### src/rtl/serial_arith_defs.sv
// Shared definitions for the serial arithmetic blocks: FSM state encodings
// and the default operand width.
package serial_arith_defs;

   localparam int W_DEFAULT = 8;

   typedef enum logic [1:0] {
      ST_IDLE  = 2'd0,
      ST_SHIFT = 2'd1,
      ST_DONE  = 2'd2
   } sub_state_t;

endpackage

### src/rtl/serial_subtractor_8_bit_full_subtractor.sv
// Single-bit full subtractor: d = x - y - bin, bout set when the bit borrows.
module full_subtractor (
   output logic d,
   output logic bout,
   input  logic x,
   input  logic y,
   input  logic bin
);

   logic w_xy;

   // Difference bit and borrow-out of one bit position.
   always_comb begin
      w_xy = x ^ y;
      d    = w_xy ^ bin;
      bout = (~x & y) | (~w_xy & bin);
   end

endmodule

### src/rtl/serial_subtractor_8_bit.sv
// Bit-serial subtractor: diff = (a - b) mod 2^W, one bit per clock, LSB first,
// through one full_subtractor cell. start/done handshake, result held.
// Optional macro SERIAL_SUB_OVERFLOW_EN adds a signed-overflow output ovf.
module serial_subtractor_8_bit
   import serial_arith_defs::*;
#(
   parameter int W = W_DEFAULT
) (
   input  logic         clk,
   input  logic         reset_n,
   input  logic         start,
   input  logic [W-1:0] a,
   input  logic [W-1:0] b,
   output logic [W-1:0] diff,
   output logic         borrow,
`ifdef SERIAL_SUB_OVERFLOW_EN
   output logic         ovf,
`endif
   output logic         busy,
   output logic         done
);

   localparam int CNT_W = $clog2(W);

   sub_state_t         r_state;
   sub_state_t         w_state_nxt;
   logic [W-1:0]       r_a;
   logic [W-1:0]       r_b;
   logic [W-1:0]       r_diff;
   logic               r_borrow;
   logic               r_bin;
   logic [CNT_W-1:0]   r_cnt;
   logic               w_d;
   logic               w_bout;
   logic               w_last;
`ifdef SERIAL_SUB_OVERFLOW_EN
   logic               r_a_msb;
   logic               r_b_msb;
   logic               r_ovf;
`endif

   assign w_last = (r_cnt == CNT_W'(W - 1));

   full_subtractor u_cell (
      .d    (w_d),
      .bout (w_bout),
      .x    (r_a[0]),
      .y    (r_b[0]),
      .bin  (r_bin)
   );

   // State register.
   always_ff @(posedge clk or negedge reset_n) begin
      if (!reset_n) r_state <= ST_IDLE;
      else          r_state <= w_state_nxt;
   end

   // Next state: start only matters in IDLE; DONE lasts one cycle.
   always_comb begin
      w_state_nxt = r_state;
      unique case (r_state)
         ST_IDLE:  if (start) w_state_nxt = ST_SHIFT;
         ST_SHIFT: if (w_last) w_state_nxt = ST_DONE;
         ST_DONE:  w_state_nxt = ST_IDLE;
         default:  w_state_nxt = ST_IDLE;
      endcase
   end

   // Handshake outputs decoded from state.
   always_comb begin
      busy = 1'b0;
      done = 1'b0;
      unique case (r_state)
         ST_SHIFT: busy = 1'b1;
         ST_DONE:  begin busy = 1'b1; done = 1'b1; end
         default:  ;
      endcase
   end

   // Datapath: capture on accepted start, then shift one bit per SHIFT edge.
   always_ff @(posedge clk or negedge reset_n) begin
      if (!reset_n) begin
         r_a      <= '0;
         r_b      <= '0;
         r_diff   <= '0;
         r_borrow <= 1'b0;
         r_bin    <= 1'b0;
         r_cnt    <= '0;
`ifdef SERIAL_SUB_OVERFLOW_EN
         r_a_msb  <= 1'b0;
         r_b_msb  <= 1'b0;
         r_ovf    <= 1'b0;
`endif
      end else begin
         unique case (r_state)
            ST_IDLE: if (start) begin
               r_a      <= a;
               r_b      <= b;
               r_diff   <= '0;
               r_borrow <= 1'b0;
               r_bin    <= 1'b0;
               r_cnt    <= '0;
`ifdef SERIAL_SUB_OVERFLOW_EN
               r_a_msb  <= a[W-1];
               r_b_msb  <= b[W-1];
               r_ovf    <= 1'b0;
`endif
            end
            ST_SHIFT: begin
               r_a    <= r_a >> 1;
               r_b    <= r_b >> 1;
               r_diff <= {w_d, r_diff[W-1:1]};
               r_bin  <= w_bout;
               if (w_last) begin
                  // Counter parks at zero so it never wraps mid-operation.
                  r_cnt    <= '0;
                  r_borrow <= w_bout;
`ifdef SERIAL_SUB_OVERFLOW_EN
                  // w_d is the result MSB on the final bit.
                  r_ovf    <= (r_a_msb != r_b_msb) && (w_d != r_a_msb);
`endif
               end else begin
                  r_cnt <= r_cnt + CNT_W'(1);
               end
            end
            default: ;
         endcase
      end
   end

   assign diff   = r_diff;
   assign borrow = r_borrow;
`ifdef SERIAL_SUB_OVERFLOW_EN
   assign ovf    = r_ovf;
`endif

endmodule
### config.mk
export PLATFORM = sky130hd
export DESIGN_NAME = serial_subtractor_8_bit
export DESIGN_NICKNAME = d
export VERILOG_FILES = /design/src/rtl/serial_arith_defs.sv /design/src/rtl/serial_subtractor_8_bit_full_subtractor.sv /design/src/rtl/serial_subtractor_8_bit.sv
export SDC_FILE = /design/constraint.sdc
export NUM_CORES = 1
export LEC_CHECK = 0
export BUFFER_PORTS_ARGS = -buffer_cell sky130_fd_sc_hd__buf_2
export CAP_MARGIN = 20
export CORE_MARGIN = 2
export CORE_UTILIZATION = 40
export DETAILED_ROUTE_END_ITERATION = 10
export HOLD_SLACK_MARGIN = 0.05
export PLACE_DENSITY = 0.69
export REMOVE_ABC_BUFFERS = 1
export SKIP_CTS_REPAIR_TIMING = 1
export SLEW_MARGIN = 20
export SYNTH_ARGS = -nofsm -noshare
export SYNTH_HDL_FRONTEND = slang
export SYNTH_HIERARCHICAL = 1
export SYNTH_SLANG_ARGS = --single-unit
### constraint.sdc
create_clock -name clk -period 1.9 [get_ports clk]
set_input_delay 0.285 -clock clk [delete_from_list [all_inputs] [get_ports clk]]
set_output_delay 0.285 -clock clk [all_outputs]
set_load 0.02 [all_outputs]
== Yosys cells after proc, flatten, opt, wreduce, memory -nomap -nowiden ==
Cells that the tools add are included.

* Bits in latches: 0
* Word-level logic and storage cells: 44
* ROM bits: 0
* Register bits after elaboration: 31
* Bits in writable memories: 0
* Output and inout bits: 11
* Input port bits: 19
* Memories kept: 0

* Reductions and logical operators: 6
* $add $sub $neg: 1
* Multiply operators: 0
* Div/mod/pow operators: 0
* Muxes and demuxes: 18
* Bitwise gates (word level): 7
* Shifts and indexed selects: 0
* Equality and inequality tests: 5
* $lt $le $gt $ge: 0

{| class="wikitable"
|+ Operator list
! operator !! number
|-
| $pmux W8 S2 || 3
|-
| $mux W8 || 3
|-
| $mux W3 || 2
|-
| $pmux W3 S2 || 1
|-
| $mux W1 || 4
|-
| $mux W2 || 2
|-
| $ne A2 B2 Y1 const B || 2
|-
| $pmux W1 S2 || 2
|-
| $pmux W2 S2 || 1
|-
| $reduce_and A2 Y1 || 2
|-
| $add A3 B1 Y3 const B || 1
|-
| $eq A3 B3 Y1 const B || 1
|-
| $reduce_and A3 Y1 || 1
|-
| $and A1 B1 Y1 || 2
|-
| $eq A2 B1 Y1 const B || 1
|-
| $eq A2 B2 Y1 const B || 1
|-
| $logic_not A2 Y1 || 1
|-
| $not A1 Y1 || 2
|-
| $reduce_bool A2 Y1 || 1
|-
| $reduce_or A2 Y1 || 1
|-
| $xor A1 B1 Y1 || 2
|-
| $or A1 B1 Y1 || 1
|}

== Logic depth before layout (Yosys ltp) ==
* Word-level depth: 6
* Gate-level depth with buffers: 8

== Cells and area by module ==
The synthesis kept the hierarchy.

{| class="wikitable"
|+ Modules (own cells, without submodules)
! module !! seq. area each (um^2) !! times used !! area each (um^2) !! cells an instance
|-
| serial_subtractor_8_bit || 775.7 || 1 || 1734.2 || 174
|-
| full_subtractor || 0.0 || 1 || 31.3 || 4
|}

== Worst setup path after synthesis ==
No wires, ideal clock.

* Path type: flip-flop to flip-flop
* Start: register r_state[0]
* End: register r_state[0]
* Arrival time: 1414 ps
* Required time: 1775 ps
* Cell stages (with the launch flop): 7
* Clock period less this slack: 1539 ps
* Slack: 361 ps
* Cell sequence: dfrtp_1 inv_1 ha_1 buf_4 and2b_4 a21oi_1 mux2_2

* Cells in the longest elaborated chain, start to end: 3
* Elaborated cells on any way between the ends: 6

{| class="wikitable"
|+ RTL lines
! element !! RTL line !! source
|-
| start, declared || serial_subtractor_8_bit.sv:25 || <nowiki>sub_state_t r_state;</nowiki>
|-
| start signal, assigned || serial_subtractor_8_bit.sv:55 || <nowiki>else r_state <= w_state_nxt;</nowiki>
|-
| $eq A2 B1 Y1 or $logic_not A2 Y1 (tied branches) || serial_subtractor_8_bit.sv:61 || <nowiki>unique case (r_state)</nowiki>
|-
| $ne A2 B2 Y1 (no source line) || - ||
|-
| $reduce_and A2 Y1 (no source line) || - ||
|}

Parallel ways exist; a longest one is shown, timed or not.
A chain may end at the register's enable or synchronous reset.

== Worst setup path in the final report ==
* Start: register r_state[1]
* End: register r_a[3]

* Cells in the longest elaborated chain, start to end: 3
* Elaborated cells on any way between the ends: 6

{| class="wikitable"
|+ RTL lines
! element !! RTL line !! source
|-
| $eq A2 B1 Y1 or $logic_not A2 Y1 (tied branches) || serial_subtractor_8_bit.sv:95 || <nowiki>unique case (r_state)</nowiki>
|-
| $reduce_bool A2 Y1 (no source line) or $ne A2 B2 Y1 (tied branches) || - ||
|-
| $reduce_and A2 Y1 (no source line) || - ||
|-
| end signal, assigned || serial_subtractor_8_bit.sv:110 || <nowiki>r_a <= r_a >> 1;</nowiki>
|-
| end, declared || serial_subtractor_8_bit.sv:27 || <nowiki>logic [W-1:0] r_a;</nowiki>
|}

Parallel ways exist; a longest one is shown, timed or not.

==> flow_summary.json <==
{
  "rsz0062_at_grt": "no",
  "pwr-share-comb_pct": 50.6,
  "tritoncts": "built",
  "crit_path_start_kind": "flop",
  "reg2reg_depth": 6,
  "stdcell_area_um2": 2050,
  "fill_cells": 421,
  "finalSetupViolations": 0,
  "gr-total-overflow": 0,
  "dieArea_um2": 4960,
  "die_h_um": 70.4,
  "p_sw_uw": 1490,
  "setup_ws_ns": 0.204,
  "ys_ff_latch": 31,
  "drt-initial-drc-count": 31,
  "cts_made_buffers": 5,
  "antenna_found_initial": 0,
  "h-tree-depth": 2,
  "crit_family": "flip-flops",
  "p_leak_uw": 0.000916,
  "drv_slew": 0,
  "p_per_area_nw_per_um2": 1840,
  "p_total_uw": 3760,
  "area_delta_synth_final_pct": 16.2,
  "avgViaCountPerCell": 5.39,
  "portBuffers": 29,
  "p_sw_share_pct": 39.7,
  "clock_latency_ns": 0.28,
  "synth_seq_area_share_pct": 43.9,
  "multi_input_area_um2": 856,
  "pwr-share-seq_pct": 31.6,
  "clk_transition_reported_paths_ns": 0.07,
  "dr.pass1.iters": 4,
  "path_buf_inv": 2,
  "finClkSkew_ns": 0.00695,
  "grt_pass1_vias": 1377,
  "die_w_um": 70.4,
  "hold_path.class": "in2async",
  "gr-usage-all-layers_pct": 14.8,
  "dpl_cell_area_um2": 1930,
  "ctsRootBufferMaster": "clkbuf_8",
  "core_um2": 4290,
  "vias": 1390,
  "clk_path_buf_depth": 2,
  "syn_area_um2": 1770,
  "worstPathMaxFanout": 27,
  "fin_nets": 233,
  "grt_max_degree": 32,
  "max_stage_delay_ns": 0.38,
  "start_util_pct": 41.1,
  "status": "finished clean",
  "path_cells": "inv_1 > ha_1 > buf_12 > nand2_1 > o22ai_1 > a21oi_1",
  "max_freq_ghz": 0.590,
  "grt_pass1_wl_mm": 5.96,
  "tightestPinTransition_ns": 0.694,
  "worstReg2RegStart": "r_state[1]$_DFFE_PN0P_",
  "cap_violations": 0,
  "regArea_um2": 776,
  "clockPowerShare_pct": 17.7,
  "ios": 30,
  "num_rows": 24,
  "diodes": 0,
  "syn_area_per_cell_um2": 9.92,
  "arrival_ns": 1.85,
  "drt.antenna.violating_nets": 0,
  "required_ns": 2.06,
  "ir_drop_v": 0.000977,
  "synth_warnings": 6,
  "timing.reg2reg.setup_slack_ns": 0.20,
  "internal_power_uw": 2270,
  "synth_cell_types": 27,
  "wire_per_inst_um": 13.5,
  "cpMaxStageDelayCell": "dfrtp_1",
  "clock_sinks": 31,
  "end_kind": "flop",
  "place.gp.congestion": 0.733,
  "drc_errors": 0,
  "dp_slack_ns": 0.206,
  "drive_gt1_share_pct": 28.6,
  "hold_viol_final": 0,
  "period_minus_slack_ns": 1.70,
  "max_slew_margin_pct": 53.7,
  "syn_inst": 178,
  "fin_crit_sh_pct": 89.3,
  "routed_wl_mm": 3.47,
  "rr_endpoint": "r_a[3]$_DFFE_PN0P_",
  "crit_type": "reg2reg",
  "dp_hpwl_mm": 2.33
}
[cell type report]
| class | count | area share (%) |
|---|---|---|
| clock buffers | 6 | 4.03 |
| clock inverters | 2 | 1.71 |
| inverters | 11 | 2.01 |
| multi-input cells | 122 | 41.7 |
| flip-flops and latches | 31 | 37.8 |
| well taps | 52 | 3.17 |
| repair buffers | 34 | 9.52 |
[state kept, by name, indices dropped and copies added, names as in the netlist]
| register | flops |
|---|---|
| r_state | 2 |
| borrow | 1 |
| r_b | 8 |
| r_a | 8 |
| r_bin | 1 |
| r_cnt | 3 |
| diff | 8 |
[worst register-to-register path, stage by stage (launching register included)]
cell	delay, ns
dfrtp_1	0.38
inv_1	0.13
ha_1	0.22
buf_12	0.19
nand2_1	0.32
o22ai_1	0.27
a21oi_1	0.06
[power by group through the flow]
| stage | logic, uW | registers [uW] | clock network [uW] |
|---|---|---|---|
| global placement | 1860 | 1190 | 0 |
| floorplan | 1410 | 1200 | 0 |
| finish | 1910 | 1190 | 667 |
| global route | 2130 | 1230 | 716 |
| detailed placement | 1910 | 1200 | 0 |
| CTS | 1920 | 1190 | 691 |
[routing by layer]
metal	up-vias	track usage [%]	wire length, um
li1	701	-	-
met1	650	18.1	1600
met2	33	24.8	1640
met3	6	4.33	180
met4	0	5.34	51
met5	-	0	0
[cell usage after synthesis, drive strengths merged]
master  number  share of area [%]
inv         11                2.3
a21oi       16                4.5
clkbuf       5                1.1
and2b        1               0.57
nor3b        1               0.43
a31oi        1               0.35
mux2        15                9.6
dfrtp       31                 44
a22o         2               0.99
nand2b       1               0.35
o21ai       14                4.0
a32oi        3                1.5
o21a         1               0.43
o22ai       30                 11
ha           8                5.7
fa           1                1.1
nand2       19                4.0
nand4        1               0.35
nor2         2               0.43
mux2i        3                2.4
o211ai       1               0.43
nor2b        2               0.71
buf          9                4.2
[placed cells by master (no fill, tap or decap), types with 3 or more instances in the layout]
cell	Yosys	routed
a21oi_1	16	16
a32oi_1	3	3
buf_2	2	29
buf_4	4	4
clkbuf_8	0	6
dfrtp_1	31	31
ha_1	8	8
inv_1	11	11
mux2_2	15	15
nand2_1	19	19
o21ai_0	13	13
o22ai_1	30	30
[per-stage QoR]
stage                     instances  utilization [%]  setup TNS (ns)  hold slack (ns)
after global routing            258             47.8               0            0.104
after detailed placement        250             45.0               0            0.378
after floorplan                 164                -           -4.10          -0.0106
after CTS                       258             47.8               0           0.0740
after global placement          250             45.0               0            0.374
final                           258             47.8               0           0.0456
[cell families after synthesis]
| logic type | count (synthesis) | synth area share, % |
|---|---|---|
| AOI/OAI and AO/OA | 68 | 22.8 |
| adders and majority gates | 9 | 6.80 |
| buffers and inverters | 25 | 7.58 |
| DFF | 31 | 43.9 |
| muxes | 18 | 12.0 |
| and+or+nand+nor | 27 | 6.88 |
[worst max-delay path by stage]
stage	start	to	slack, ns	depth (start not counted)
2_1_floorplan	r_state[1]$_DFFE_PN0P_	r_a[7]$_DFFE_PN0P_	-0.20	5
3_3_place_gp	r_state[1]$_DFFE_PN0P_	r_b[6]$_DFFE_PN0P_	0.23	6
5_1_grt	r_state[0]$_DFFE_PN0P_	diff[7]$_DFFE_PN0P_	0.03	4
3_5_place_dp	r_state[1]$_DFFE_PN0P_	r_b[3]$_DFFE_PN0P_	0.21	6
4_1_cts	r_state[1]$_DFFE_PN0P_	r_b[4]$_DFFE_PN0P_	0.20	6
6_report	r_state[1]$_DFFE_PN0P_	r_a[3]$_DFFE_PN0P_	0.20	6
Note: power is estimated with default switching activity, not from simulation.
